## src/rtl/regfile_arbiter_pkg.sv

```systemverilog
// Shared types and constants for the register-file arbiter.
package regfile_arb_pkg;

   localparam int ADDR_W_DEF = 8;
   localparam int DATA_W_DEF = 8;
   localparam int IDX_W_MAX  = 2;

   localparam logic ERR_NONE    = 1'b0;
   localparam logic ERR_ILLEGAL = 1'b1;
   localparam logic ERR_LOCKED  = 1'b1;

   typedef enum logic [1:0] {
      IDLE,
      ISSUE,
      CAPTURE,
      RESP
   } state_t;

   typedef struct packed {
      logic                  we;
      logic [ADDR_W_DEF-1:0] addr;
      logic [DATA_W_DEF-1:0] wdata;
      logic [IDX_W_MAX-1:0]  idx;
   } txn_t;

endpackage

```

## src/rtl/regfile_arbiter_if.sv

```systemverilog
// Requester, response and register-file port bundle for regfile_arbiter.
interface regfile_arbiter_if #(
   parameter int NUM_REQ = 2,
   parameter int ADDR_W  = 8,
   parameter int DATA_W  = 8
);
   logic [NUM_REQ-1:0]             req_valid;
   logic [NUM_REQ-1:0]             req_we;
   logic [NUM_REQ-1:0][ADDR_W-1:0] req_addr;
   logic [NUM_REQ-1:0][DATA_W-1:0] req_wdata;
   logic [NUM_REQ-1:0]             req_ready;
   logic [NUM_REQ-1:0]             rsp_valid;
   logic [NUM_REQ-1:0]             rsp_ready;
   logic [DATA_W-1:0]              rsp_rdata;
   logic                           rsp_err;
   logic                           rf_write;
   logic                           rf_read;
   logic [ADDR_W-1:0]              rf_write_addr;
   logic [DATA_W-1:0]              rf_write_data;
   logic [ADDR_W-1:0]              rf_read_addr;
   logic [DATA_W-1:0]              rf_read_data;

   modport master (
      output req_valid, req_we, req_addr, req_wdata, rsp_ready, rf_read_data,
      input  req_ready, rsp_valid, rsp_rdata, rsp_err,
      input  rf_write, rf_read, rf_write_addr, rf_write_data, rf_read_addr
   );

   modport slave (
      input  req_valid, req_we, req_addr, req_wdata, rsp_ready, rf_read_data,
      output req_ready, rsp_valid, rsp_rdata, rsp_err,
      output rf_write, rf_read, rf_write_addr, rf_write_data, rf_read_addr
   );
endinterface

```

## src/rtl/regfile_arbiter_rr_arbiter.sv

```systemverilog
// Round-robin grant: first valid index at or after the pointer, wrapping.
module rr_arbiter #(
   parameter int NUM_REQ = 2,
   localparam int IDX_W  = (NUM_REQ > 1) ? $clog2(NUM_REQ) : 1
) (
   input  logic               clk,
   input  logic               reset_n,
   input  logic [NUM_REQ-1:0] valid,
   input  logic               advance,
   output logic [NUM_REQ-1:0] grant,
   output logic [IDX_W-1:0]   idx
);
   logic [IDX_W-1:0]   ptr_reg;
   logic [NUM_REQ-1:0] hi_mask;
   logic [NUM_REQ-1:0] hi_req;
   logic [NUM_REQ-1:0] sel;

   // Requests at or above the pointer take priority; otherwise wrap to the lowest.
   generate
      for (genvar gi = 0; gi < NUM_REQ; gi++) begin : g_mask
         assign hi_mask[gi] = (ptr_reg <= IDX_W'(gi));
      end
   endgenerate

   assign hi_req = valid & hi_mask;
   assign sel    = (|hi_req) ? hi_req : valid;

   always_comb begin
      grant = '0;
      idx   = '0;
      for (int i = NUM_REQ - 1; i >= 0; i--) begin
         if (sel[i]) begin
            grant    = '0;
            grant[i] = 1'b1;
            idx      = IDX_W'(i);
         end
      end
   end

   always_ff @(posedge clk or negedge reset_n) begin
      if (!reset_n) begin
         ptr_reg <= '0;
      end else if (advance) begin
         ptr_reg <= (idx == IDX_W'(NUM_REQ - 1)) ? '0 : idx + 1'b1;
      end
   end
endmodule

```

## src/rtl/regfile_arbiter.sv

```systemverilog
// Shares the register file port between NUM_REQ requesters, one transaction at a time.
// Define REGFILE_ARB_WRITE_LOCK_EN to add cfg_lock, which blocks writes from requesters other than 0.
module regfile_arbiter
   import regfile_arb_pkg::*;
#(
   parameter int NUM_REQ = 2,
   parameter int NUMREGS = 67,
   parameter int ADDR_W  = ADDR_W_DEF,
   parameter int DATA_W  = DATA_W_DEF
) (
   input  logic clk,
   input  logic reset_n,
`ifdef REGFILE_ARB_WRITE_LOCK_EN
   input  logic cfg_lock,
`endif
   regfile_arbiter_if.slave bus
);
   localparam int IDX_W = (NUM_REQ > 1) ? $clog2(NUM_REQ) : 1;

   state_t             state_reg;
   txn_t               txn_reg;
   logic               err_reg;
   logic               wr_go_reg;
   logic               rd_go_reg;
   logic [NUM_REQ-1:0] rsp_valid_reg;
   logic [DATA_W-1:0]  rsp_rdata_reg;
   logic               rsp_err_reg;
   logic [ADDR_W-1:0]  rf_write_addr_reg;
   logic [DATA_W-1:0]  rf_write_data_reg;
   logic [ADDR_W-1:0]  rf_read_addr_reg;

   logic [NUM_REQ-1:0] grant;
   logic [IDX_W-1:0]   win_idx;
   logic               arb_go;
   logic               win_we;
   logic               win_legal;
   logic [ADDR_W-1:0]  win_addr;
   logic [DATA_W-1:0]  win_wdata;
   logic [NUM_REQ-1:0] txn_sel;
   logic               lock_hit;

   assign arb_go = (state_reg == IDLE) && (|bus.req_valid);

   rr_arbiter #(.NUM_REQ(NUM_REQ)) u_rr (
      .clk     (clk),
      .reset_n (reset_n),
      .valid   (bus.req_valid),
      .advance (arb_go),
      .grant   (grant),
      .idx     (win_idx)
   );

   assign win_we    = bus.req_we[win_idx];
   assign win_addr  = bus.req_addr[win_idx];
   assign win_wdata = bus.req_wdata[win_idx];
   assign win_legal = (32'(win_addr) < 32'(NUMREGS));
   assign txn_sel   = NUM_REQ'(1) << txn_reg.idx;

`ifdef REGFILE_ARB_WRITE_LOCK_EN
   // Lock is evaluated while the write strobe would be issued.
   assign lock_hit = cfg_lock && txn_reg.we && (txn_reg.idx != '0);
`else
   assign lock_hit = 1'b0;
`endif

   // Accept is combinational so the winner sees req_ready in its own valid cycle.
   assign bus.req_ready     = (arb_go && reset_n) ? grant : '0;
   assign bus.rf_write      = wr_go_reg & ~lock_hit;
   assign bus.rf_read       = rd_go_reg;
   assign bus.rf_write_addr = rf_write_addr_reg;
   assign bus.rf_write_data = rf_write_data_reg;
   assign bus.rf_read_addr  = rf_read_addr_reg;
   assign bus.rsp_valid     = rsp_valid_reg;
   assign bus.rsp_rdata     = rsp_rdata_reg;
   assign bus.rsp_err       = rsp_err_reg;

   always_ff @(posedge clk or negedge reset_n) begin
      if (!reset_n) begin
         state_reg         <= IDLE;
         txn_reg           <= '0;
         err_reg           <= ERR_NONE;
         wr_go_reg         <= 1'b0;
         rd_go_reg         <= 1'b0;
         rsp_valid_reg     <= '0;
         rsp_rdata_reg     <= '0;
         rsp_err_reg       <= ERR_NONE;
         rf_write_addr_reg <= '0;
         rf_write_data_reg <= '0;
         rf_read_addr_reg  <= '0;
      end else begin
         wr_go_reg <= 1'b0;
         rd_go_reg <= 1'b0;
         case (state_reg)
            IDLE: begin
               if (arb_go) begin
                  txn_reg   <= '{we: win_we, addr: win_addr, wdata: win_wdata,
                                 idx: IDX_W_MAX'(win_idx)};
                  err_reg   <= win_legal ? ERR_NONE : ERR_ILLEGAL;
                  wr_go_reg <= win_legal && win_we;
                  rd_go_reg <= win_legal && !win_we;
                  if (win_legal && win_we) begin
                     rf_write_addr_reg <= win_addr;
                     rf_write_data_reg <= win_wdata;
                  end
                  if (win_legal && !win_we) begin
                     rf_read_addr_reg <= win_addr;
                  end
                  state_reg <= ISSUE;
               end
            end
            ISSUE: begin
               if (txn_reg.we) begin
                  rsp_valid_reg <= txn_sel;
                  rsp_rdata_reg <= '0;
                  rsp_err_reg   <= err_reg | (lock_hit ? ERR_LOCKED : ERR_NONE);
                  state_reg     <= RESP;
               end else begin
                  state_reg <= CAPTURE;
               end
            end
            CAPTURE: begin
               rsp_valid_reg <= txn_sel;
               rsp_rdata_reg <= err_reg ? '0 : bus.rf_read_data;
               rsp_err_reg   <= err_reg;
               state_reg     <= RESP;
            end
            RESP: begin
               if (|(bus.rsp_ready & rsp_valid_reg)) begin
                  rsp_valid_reg <= '0;
                  state_reg     <= IDLE;
               end
            end
            default: state_reg <= IDLE;
         endcase
      end
   end
endmodule

```

## src/flat_wrapper.sv

```systemverilog
// flat-port wrapper written by rule: the top's interface ports become plain ports
module regfile_arbiter_flat import regfile_arb_pkg::*;
#(
   parameter int NUM_REQ = 2,
   parameter int NUMREGS = 67,
   parameter int ADDR_W  = ADDR_W_DEF,
   parameter int DATA_W  = DATA_W_DEF
)
  (clk, reset_n, bus_req_valid, bus_req_we, bus_req_addr, bus_req_wdata, bus_rsp_ready, bus_rf_read_data, bus_req_ready, bus_rsp_valid, bus_rsp_rdata, bus_rsp_err, bus_rf_write, bus_rf_read, bus_rf_write_addr, bus_rf_write_data, bus_rf_read_addr);
  regfile_arbiter_if #(.NUM_REQ(NUM_REQ), .ADDR_W(ADDR_W), .DATA_W(DATA_W)) bus_i ();
  input  logic clk;
  input  logic reset_n;
  input wire logic [$bits(bus_i.req_valid)-1:0] bus_req_valid;
  input wire logic [$bits(bus_i.req_we)-1:0] bus_req_we;
  input wire logic [$bits(bus_i.req_addr)-1:0] bus_req_addr;
  input wire logic [$bits(bus_i.req_wdata)-1:0] bus_req_wdata;
  input wire logic [$bits(bus_i.rsp_ready)-1:0] bus_rsp_ready;
  input wire logic [$bits(bus_i.rf_read_data)-1:0] bus_rf_read_data;
  output wire logic [$bits(bus_i.req_ready)-1:0] bus_req_ready;
  output wire logic [$bits(bus_i.rsp_valid)-1:0] bus_rsp_valid;
  output wire logic [$bits(bus_i.rsp_rdata)-1:0] bus_rsp_rdata;
  output wire logic [$bits(bus_i.rsp_err)-1:0] bus_rsp_err;
  output wire logic [$bits(bus_i.rf_write)-1:0] bus_rf_write;
  output wire logic [$bits(bus_i.rf_read)-1:0] bus_rf_read;
  output wire logic [$bits(bus_i.rf_write_addr)-1:0] bus_rf_write_addr;
  output wire logic [$bits(bus_i.rf_write_data)-1:0] bus_rf_write_data;
  output wire logic [$bits(bus_i.rf_read_addr)-1:0] bus_rf_read_addr;
  assign bus_i.req_valid = bus_req_valid;
  assign bus_i.req_we = bus_req_we;
  assign bus_i.req_addr = bus_req_addr;
  assign bus_i.req_wdata = bus_req_wdata;
  assign bus_i.rsp_ready = bus_rsp_ready;
  assign bus_i.rf_read_data = bus_rf_read_data;
  assign bus_req_ready = bus_i.req_ready;
  assign bus_rsp_valid = bus_i.rsp_valid;
  assign bus_rsp_rdata = bus_i.rsp_rdata;
  assign bus_rsp_err = bus_i.rsp_err;
  assign bus_rf_write = bus_i.rf_write;
  assign bus_rf_read = bus_i.rf_read;
  assign bus_rf_write_addr = bus_i.rf_write_addr;
  assign bus_rf_write_data = bus_i.rf_write_data;
  assign bus_rf_read_addr = bus_i.rf_read_addr;
  regfile_arbiter #(.NUM_REQ(NUM_REQ), .NUMREGS(NUMREGS), .ADDR_W(ADDR_W), .DATA_W(DATA_W)) u_core (.clk(clk), .reset_n(reset_n), .bus(bus_i));
endmodule
```

## config.mk

```make
export PLATFORM = sky130hd
export DESIGN_NAME = regfile_arbiter_flat
export DESIGN_NICKNAME = d
export VERILOG_FILES = /design/src/rtl/regfile_arbiter_pkg.sv /design/src/rtl/regfile_arbiter_if.sv /design/src/rtl/regfile_arbiter_rr_arbiter.sv /design/src/rtl/regfile_arbiter.sv /design/src/flat_wrapper.sv
export SDC_FILE = /design/constraint.sdc
export NUM_CORES = 1
export LEC_CHECK = 0
export ABC_AREA = 1
export BUFFER_PORTS_ARGS = -buffer_cell sky130_fd_sc_hd__buf_4
export CORE_MARGIN = 1.5
export CORE_UTILIZATION = 50
export CTS_BUF_LIST = sky130_fd_sc_hd__clkbuf_8 sky130_fd_sc_hd__clkbuf_16
export DETAILED_ROUTE_END_ITERATION = 10
export HOLD_SLACK_MARGIN = 0.05
export MAX_ROUTING_LAYER = met4
export PLACE_DENSITY = 0.81
export RECOVER_POWER = 50
export SLEW_MARGIN = 30
export SYNTH_ARGS = -nofsm -noshare
export SYNTH_HDL_FRONTEND = slang
export SYNTH_SLANG_ARGS = --single-unit
```

## constraint.sdc

```tcl
create_clock -name clk -period 4.3 [get_ports clk]
set_input_delay 0.215 -clock clk [delete_from_list [all_inputs] [get_ports clk]]
set_output_delay 0.215 -clock clk [all_outputs]
set_load 0.01 [all_outputs]
```

Yosys cells after proc, flatten, opt, wreduce, memory -nomap -nowiden
Cells that the tools add are included.
Widths: inputs -> output; s select.

word-level totals
  word-level logic and storage cells = 73
  input port bits = 48
  register bits = 43

operators by class
  $lt $le $gt $ge = 4
  add/sub/neg operators = 1
  bitwise gates (word level) = 2
  shifts and indexed selects = 1
  equality and inequality tests = 6
  multiplexer cells = 29
  reductions and logical operators = 17

operators with widths
  operator             number
  $mux 8               6
  $pmux 8 s2           1
  $mux 2               7
  $mux 1               12
  $reduce_and 3->1     3
  $lt 8x7->1 const B   1
  $pmux 2 s4           1
  $ne 2x1->1 const B   3
  $pmux 2 s3           1
  $reduce_and 2->1     3
  $reduce_or 2->1      3
  $and 2x2->2          2
  $eq 2x2->1 const B   2
  $logic_and 1x1->1    4
  $reduce_bool 3->1    1
  $eq 2x1->1 const B   1
  $le 1x1->1 const B   2
  $logic_not 2->1      1
  $lt 1x2->1 const B   1
  $pmux 1 s2           1
  $reduce_bool 2->1    1
  $shl 1x1->2 const A  1
  $add 1x1->1 const B  1
  $logic_not 1->1      1

Longest topological paths before layout
  depth after elaboration = 12
  gate-level depth with buffers = 11
  depth with buffers taken out = 10

Hierarchy
From an unflattened synthesis, not the netlist that was laid out.

second synthesis, totals
  cells, all modules = 278
  area total of the unflattened synthesis = 2208.4 µm²

by module, submodules not included
  module           cells each  sequential area each (µm²)  area each (µm²)  times used
  regfile_arbiter  268         1051.0                      2139.6           1
  rr_arbiter       10          25.0                        68.8             1

Worst setup path after synthesis
Ideal clock, no wire load.

  path type = register to register
  start = register u_core.state_reg[0]
  end = register u_core.rsp_err_reg (netlist: u_core.bus.rsp_err)
  buffers on the path = 1
  arrival = 1.729 ns
  stages on the path, launching flop included = 8
  library setup time = 0.119 ns
  slack = 2.453 ns
  clock period less this slack = 1.847 ns
  cells stage by stage = dfrtp_1 -> inv_1 -> ha_1 -> clkbuf_1 -> inv_1 -> o21ai_1 -> nand2_1 -> o21a_1

on the way
  word-level cells in the longest chain between the ends = 3
  elaborated cells between the ends (all ways) = 6
  those cells by class = 3 x eq/ne; 1 x mux; 2 x reduce/logical

RTL lines
  element                                                           line                    RTL
  start, declared                                                   regfile_arbiter.sv:20   state_t state_reg;
  start signal, assigned                                            regfile_arbiter.sv:79   state_reg <= IDLE;
  start signal, assigned                                            regfile_arbiter.sv:108  state_reg <= ISSUE;
  start signal, assigned                                            regfile_arbiter.sv:116  state_reg <= RESP;
  $eq 2x1->1 or $eq 2x2->1 (tied branches)                          regfile_arbiter.sv:93   case (state_reg)
  $ne 2x1->1 (no source line) or $reduce_bool 2->1 (tied branches)  n/a
  $reduce_and 2->1 (no source line)                                 n/a
  end signal, assigned                                              regfile_arbiter.sv:115  rsp_err_reg <= err_reg | (lock_hit ? ERR_LOCKED : ERR_NONE);
  end signal, assigned                                              regfile_arbiter.sv:124  rsp_err_reg <= err_reg;
  end, declared                                                     regfile_arbiter.sv:27   logic rsp_err_reg;

Several ways; a longest one is shown, not always the timed one.
A chain may end at the register's enable or synchronous reset.

Worst setup path after layout
  start = register u_core.u_rr.ptr_reg
  end = register u_core.rf_read_addr_reg[3] (netlist: u_core.bus.rf_read_addr[3])

on the way
  word-level cells in the longest chain between the ends = 11
  elaborated cells between the ends (all ways) = 15
  those cells by class = 3 x order compare; 7 x mux; 1 x bitwise; 4 x reduce/logical

RTL lines
  element                                                              line                                           RTL
  start, declared                                                      regfile_arbiter_rr_arbiter.sv:13               logic [IDX_W-1:0] ptr_reg;
  start signal, assigned                                               regfile_arbiter_rr_arbiter.sv:44               ptr_reg <= (idx == IDX_W'(NUM_REQ - 1)) ? '0 : idx + 1'b1;
  $le 1x1->1                                                           regfile_arbiter_rr_arbiter.sv:21               assign hi_mask[gi] = (ptr_reg <= IDX_W'(gi));
  $and 2x2->2 (*)                                                      regfile_arbiter_rr_arbiter.sv:25               assign hi_req = valid & hi_mask;
  $reduce_or 2->1                                                      regfile_arbiter_rr_arbiter.sv:26               assign sel = (|hi_req) ? hi_req : valid;
  $mux 2 (*)                                                           regfile_arbiter_rr_arbiter.sv:26
  $mux 1                                                               regfile_arbiter_rr_arbiter.sv:32               if (sel[i]) begin
  $mux 1 (*)                                                           regfile_arbiter_rr_arbiter.sv:32
  $mux 8 (not written as such) or $mux 1 (tied branches) (2 in a row)  regfile_arbiter.sv:54, regfile_arbiter.sv:53
  $lt 8x7->1 or $logic_not 1->1 (tied branches)                        regfile_arbiter.sv:56, regfile_arbiter.sv:105
  $logic_and 1x1->1                                                    regfile_arbiter.sv:105                         if (win_legal && !win_we) begin
  $reduce_and 3->1 (no source line)                                    n/a
  end signal, assigned                                                 regfile_arbiter.sv:106                         rf_read_addr_reg <= win_addr;
  end, declared                                                        regfile_arbiter.sv:30                          logic [ADDR_W-1:0] rf_read_addr_reg;

Mark *: on every way between the ends. The rest lies on a longest branch, timed or not. The select of a mux whose other input is x is not followed.

==> impl_metrics.json <==
{
  "endpoint_kind": "flop",
  "synth_top_area_cell": "sky130_fd_sc_hd__dfrtp_1",
  "critPathRequiredTime_ps": 4490,
  "achievable-frequency_mhz": 416,
  "place.gp.congestion": 0.909,
  "n_antenna_cell": 0,
  "detail_route.iter0.violations": 173,
  "cts.reportedPaths.clkPinSlew_ps": 80,
  "postRouteWirelength_um": 5280,
  "route.vias.total": 2087,
  "clock-skew-final_ps": 4.01,
  "antenna_found_initial": 0,
  "cts.path.max_buffers": 2,
  "post-route-period-util_pct": 55.8,
  "synthesis.yosys.warnings": 0,
  "synthCells": 272,
  "final.setup.worst_slack_ps": 1900,
  "worst_hold_path.endpoint": "u_core.bus.rsp_rdata[6]",
  "cts.htree.levels": 2,
  "clock_latency_ps": 290,
  "dp_hpwl_um": 3890,
  "p_int_mw": 1.06,
  "drive_above_1_share_pct": 23.0,
  "drt_drc_violations_left": 0,
  "critical_path.slowest_cell": "sky130_fd_sc_hd__a21oi_4",
  "cts.repair.resized": 0,
  "synthToLayoutAreaGrowth_pct": 31.3,
  "crit_start": "u_core.u_rr.ptr_reg",
  "power.share.combinational_pct": 43.7,
  "grt_overflow_total": 0,
  "r2r_start": "u_core.u_rr.ptr_reg",
  "swShare_pct": 39.7,
  "port_bufs": 86,
  "worst_hold_path_type": "in -> reg",
  "seq_area_frac_synth_pct": 49.2,
  "path_class": "reg -> reg",
  "finalSetupTns_ps": 0,
  "finalHoldViolCount": 0,
  "die_y_um": 69.1,
  "global_routing_usage_summed_across_all_routing_layers_pct": 23.1,
  "min-delay-start": "bus_rf_read_data[6]",
  "reg2reg_depth": 8,
  "yosysTopAreaCellShare_pct": 49.2,
  "largest_cells_by_area_after_synthesis": "sky130_fd_sc_hd__dfrtp_1 (49%), sky130_fd_sc_hd__nand2_1 (20%), sky130_fd_sc_hd__nand4_1 (6.3%), sky130_fd_sc_hd__inv_1 (5.7%), sky130_fd_sc_hd__o22ai_1 (2.6%)",
  "place_inst": 399,
  "syn_avg_cell_area_um2": 8.04,
  "post_synth_instance_area_um2": 2190,
  "critical_path.cell_chain": "o21ai_4 > nand2_1 > nand2_1 > nand2_1 > a21oi_4 > nand3_2 > nand2_1 > nand2_1",
  "ratio_of_routed_vias_to_standard_cells": 5.13,
  "powerDensity_nw_per_um2": 614,
  "yosys_most_used_dff": "sky130_fd_sc_hd__dfrtp_1",
  "largest_net_degree_at_the_start_of_global_routing": 45,
  "cp_common_cell": "sky130_fd_sc_hd__nand2_1",
  "io_pins": 87,
  "power.share.sequential_pct": 39.2,
  "post_synth_most_frequent_cells": "sky130_fd_sc_hd__nand2_1 (118), sky130_fd_sc_hd__dfrtp_1 (43), sky130_fd_sc_hd__inv_1 (33)",
  "timing.slew.headroom_pct": 52.3,
  "start_util_pct": 53.1,
  "async_reset_ff_share_pct": 100,
  "dp_worst_setup_slack_ps": 1970,
  "power.static_leakage_nw": 1.59,
  "fin_crit_ps": 2400,
  "synthDistinctLibCells": 25,
  "layout.cells.non_filler": 407,
  "final-setup-viol-count": 0,
  "critical_path.top_delay_family": "compound AO/OA/AOI/OAI gates",
  "timing.critical_path.arrival_ps": 2590,
  "post_dp_cell_area_um2": 2830,
  "synthesis.nets": 324,
  "first_pass_grt_wire_length_um": 8750,
  "clock_buffer_count_from_cts": 5,
  "critical-path-max-stage-delay_ps": 570,
  "count_of_antenna_violating_nets_left_after_detailed_routing": 0,
  "outcome": "complete, no violations",
  "cts_tree": "yes",
  "p_switching_uw": 700,
  "report.final.slew_viol_count": 0,
  "worst_tran_pin_value_ps": 710,
  "crit_buf_inv": 0,
  "worst_ir_drop_vdd_v": 0.000343,
  "cts_setup_buffers": 0,
  "hold-path-cell-count": 3,
  "worstSetupStartpointType": "flop",
  "die_width_um": 69.1,
  "cts_root_buffer": "sky130_fd_sc_hd__clkbuf_8",
  "cts_hold_buf": 1,
  "finish.net_count": 409,
  "die-area_um2": 4780,
  "cts.sink_count": 43,
  "synth.ff_latch_count": 43,
  "r2r_end": "u_core.bus.rf_read_addr[3]",
  "firstDrtPassIters": 5,
  "finalInstanceArea_um2": 2870,
  "rsz0062_at_grt": "false",
  "number_of_enable_flip_flop_cells_after_synthesis": 0,
  "std_cell_rows": 23,
  "first_global_vias": 1925,
  "rrSetupSlack_ps": 1900,
  "post_drt_wl_per_cell_um": 13.0,
  "critical_path.max_fanout": 25,
  "placeableCoreArea_um2": 4120,
  "synth_most_common_cell": "sky130_fd_sc_hd__nand2_1",
  "maxCapViolations": 0,
  "pwr-share-clk_pct": 17.1
}
-- cells in the final DEF (no fill, tap or decap), drive strengths merged --
master         n
dfrtp         43
ha             4
a21oi          6
a21boi         1
nor2           6
o21ai          8
o21a           1
bufinv         1
nand4         22
nor3           2
nand3          8
dlygate4sd3    1
inv           35
buf           67
o22ai          9
nand2        119
clkbuf        24
-- worst max-delay path by stage --
stage / end / slack (ps) / cells past startpoint
after floorplan: u_core.bus.rsp_err / 2450 / 7
after global placement: u_core.bus.rf_read_addr[6] / 2040 / 8
after detailed placement: u_core.bus.rf_read_addr[5] / 1970 / 8
after CTS: u_core.bus.rf_read_addr[5] / 1950 / 8
after global routing: u_core.bus.rf_read_addr[6] / 1670 / 8
final: u_core.bus.rf_read_addr[3] / 1900 / 8
-- metal layers --
metal / track usage, % / part of all wire [%]
met3: 5.12 / 5.6
met4: 7.41 / 1.3
met2: 37.0 / 49
met5: - / 0
met1: 29.4 / 44
-- power groups by stage --
stage          clock (mW)  sequential (mW)  combinational, mW
2_1_floorplan           0            0.757              0.404
3_3_place_gp            0            0.697              0.804
3_5_place_dp            0            0.701              0.831
4_1_cts             0.303            0.693              0.834
5_1_grt             0.323            0.714              0.864
6_report            0.301            0.691              0.770
-- worst min-delay path: stages --
cell and delay (ps):
sky130_fd_sc_hd__buf_4 110, sky130_fd_sc_hd__nand2_1 50, sky130_fd_sc_hd__o22ai_1 60
-- final cells by class --
type,count,area (µm²)
sequential,43,1080
fill,378,1250
tap,50,62.6
timing repair buffer,87,584
clock inverter,2,33.8
inverter,34,128
clock buffer,5,68.8
multi-input combinational,186,916
-- metrics by stage --
| step | util [%] | hold slack (ps) | power (mW) |
|---|---|---|---|
| 6_report | 69.7 | 182 | 1.76 |
| 5_1_grt | 69.7 | 172 | 1.90 |
| 4_1_cts | 71.5 | 178 | 1.83 |
| 3_5_place_dp | 68.7 | 241 | 1.53 |
| 3_3_place_gp | 68.7 | 238 | 1.50 |
| 2_1_floorplan | - | -80.6 | 1.16 |
-- logic make-up after synthesis --
family	Yosys count	share of synthesized area [%]
AOI/OAI and AO/OA	25	8.53
adders and majority gates	4	2.29
buffers and inverters	43	8.87
DFF	43	49.2
and+or+nand+nor	157	31.1
No activity file was read; power rests on OpenSTA's default activity.
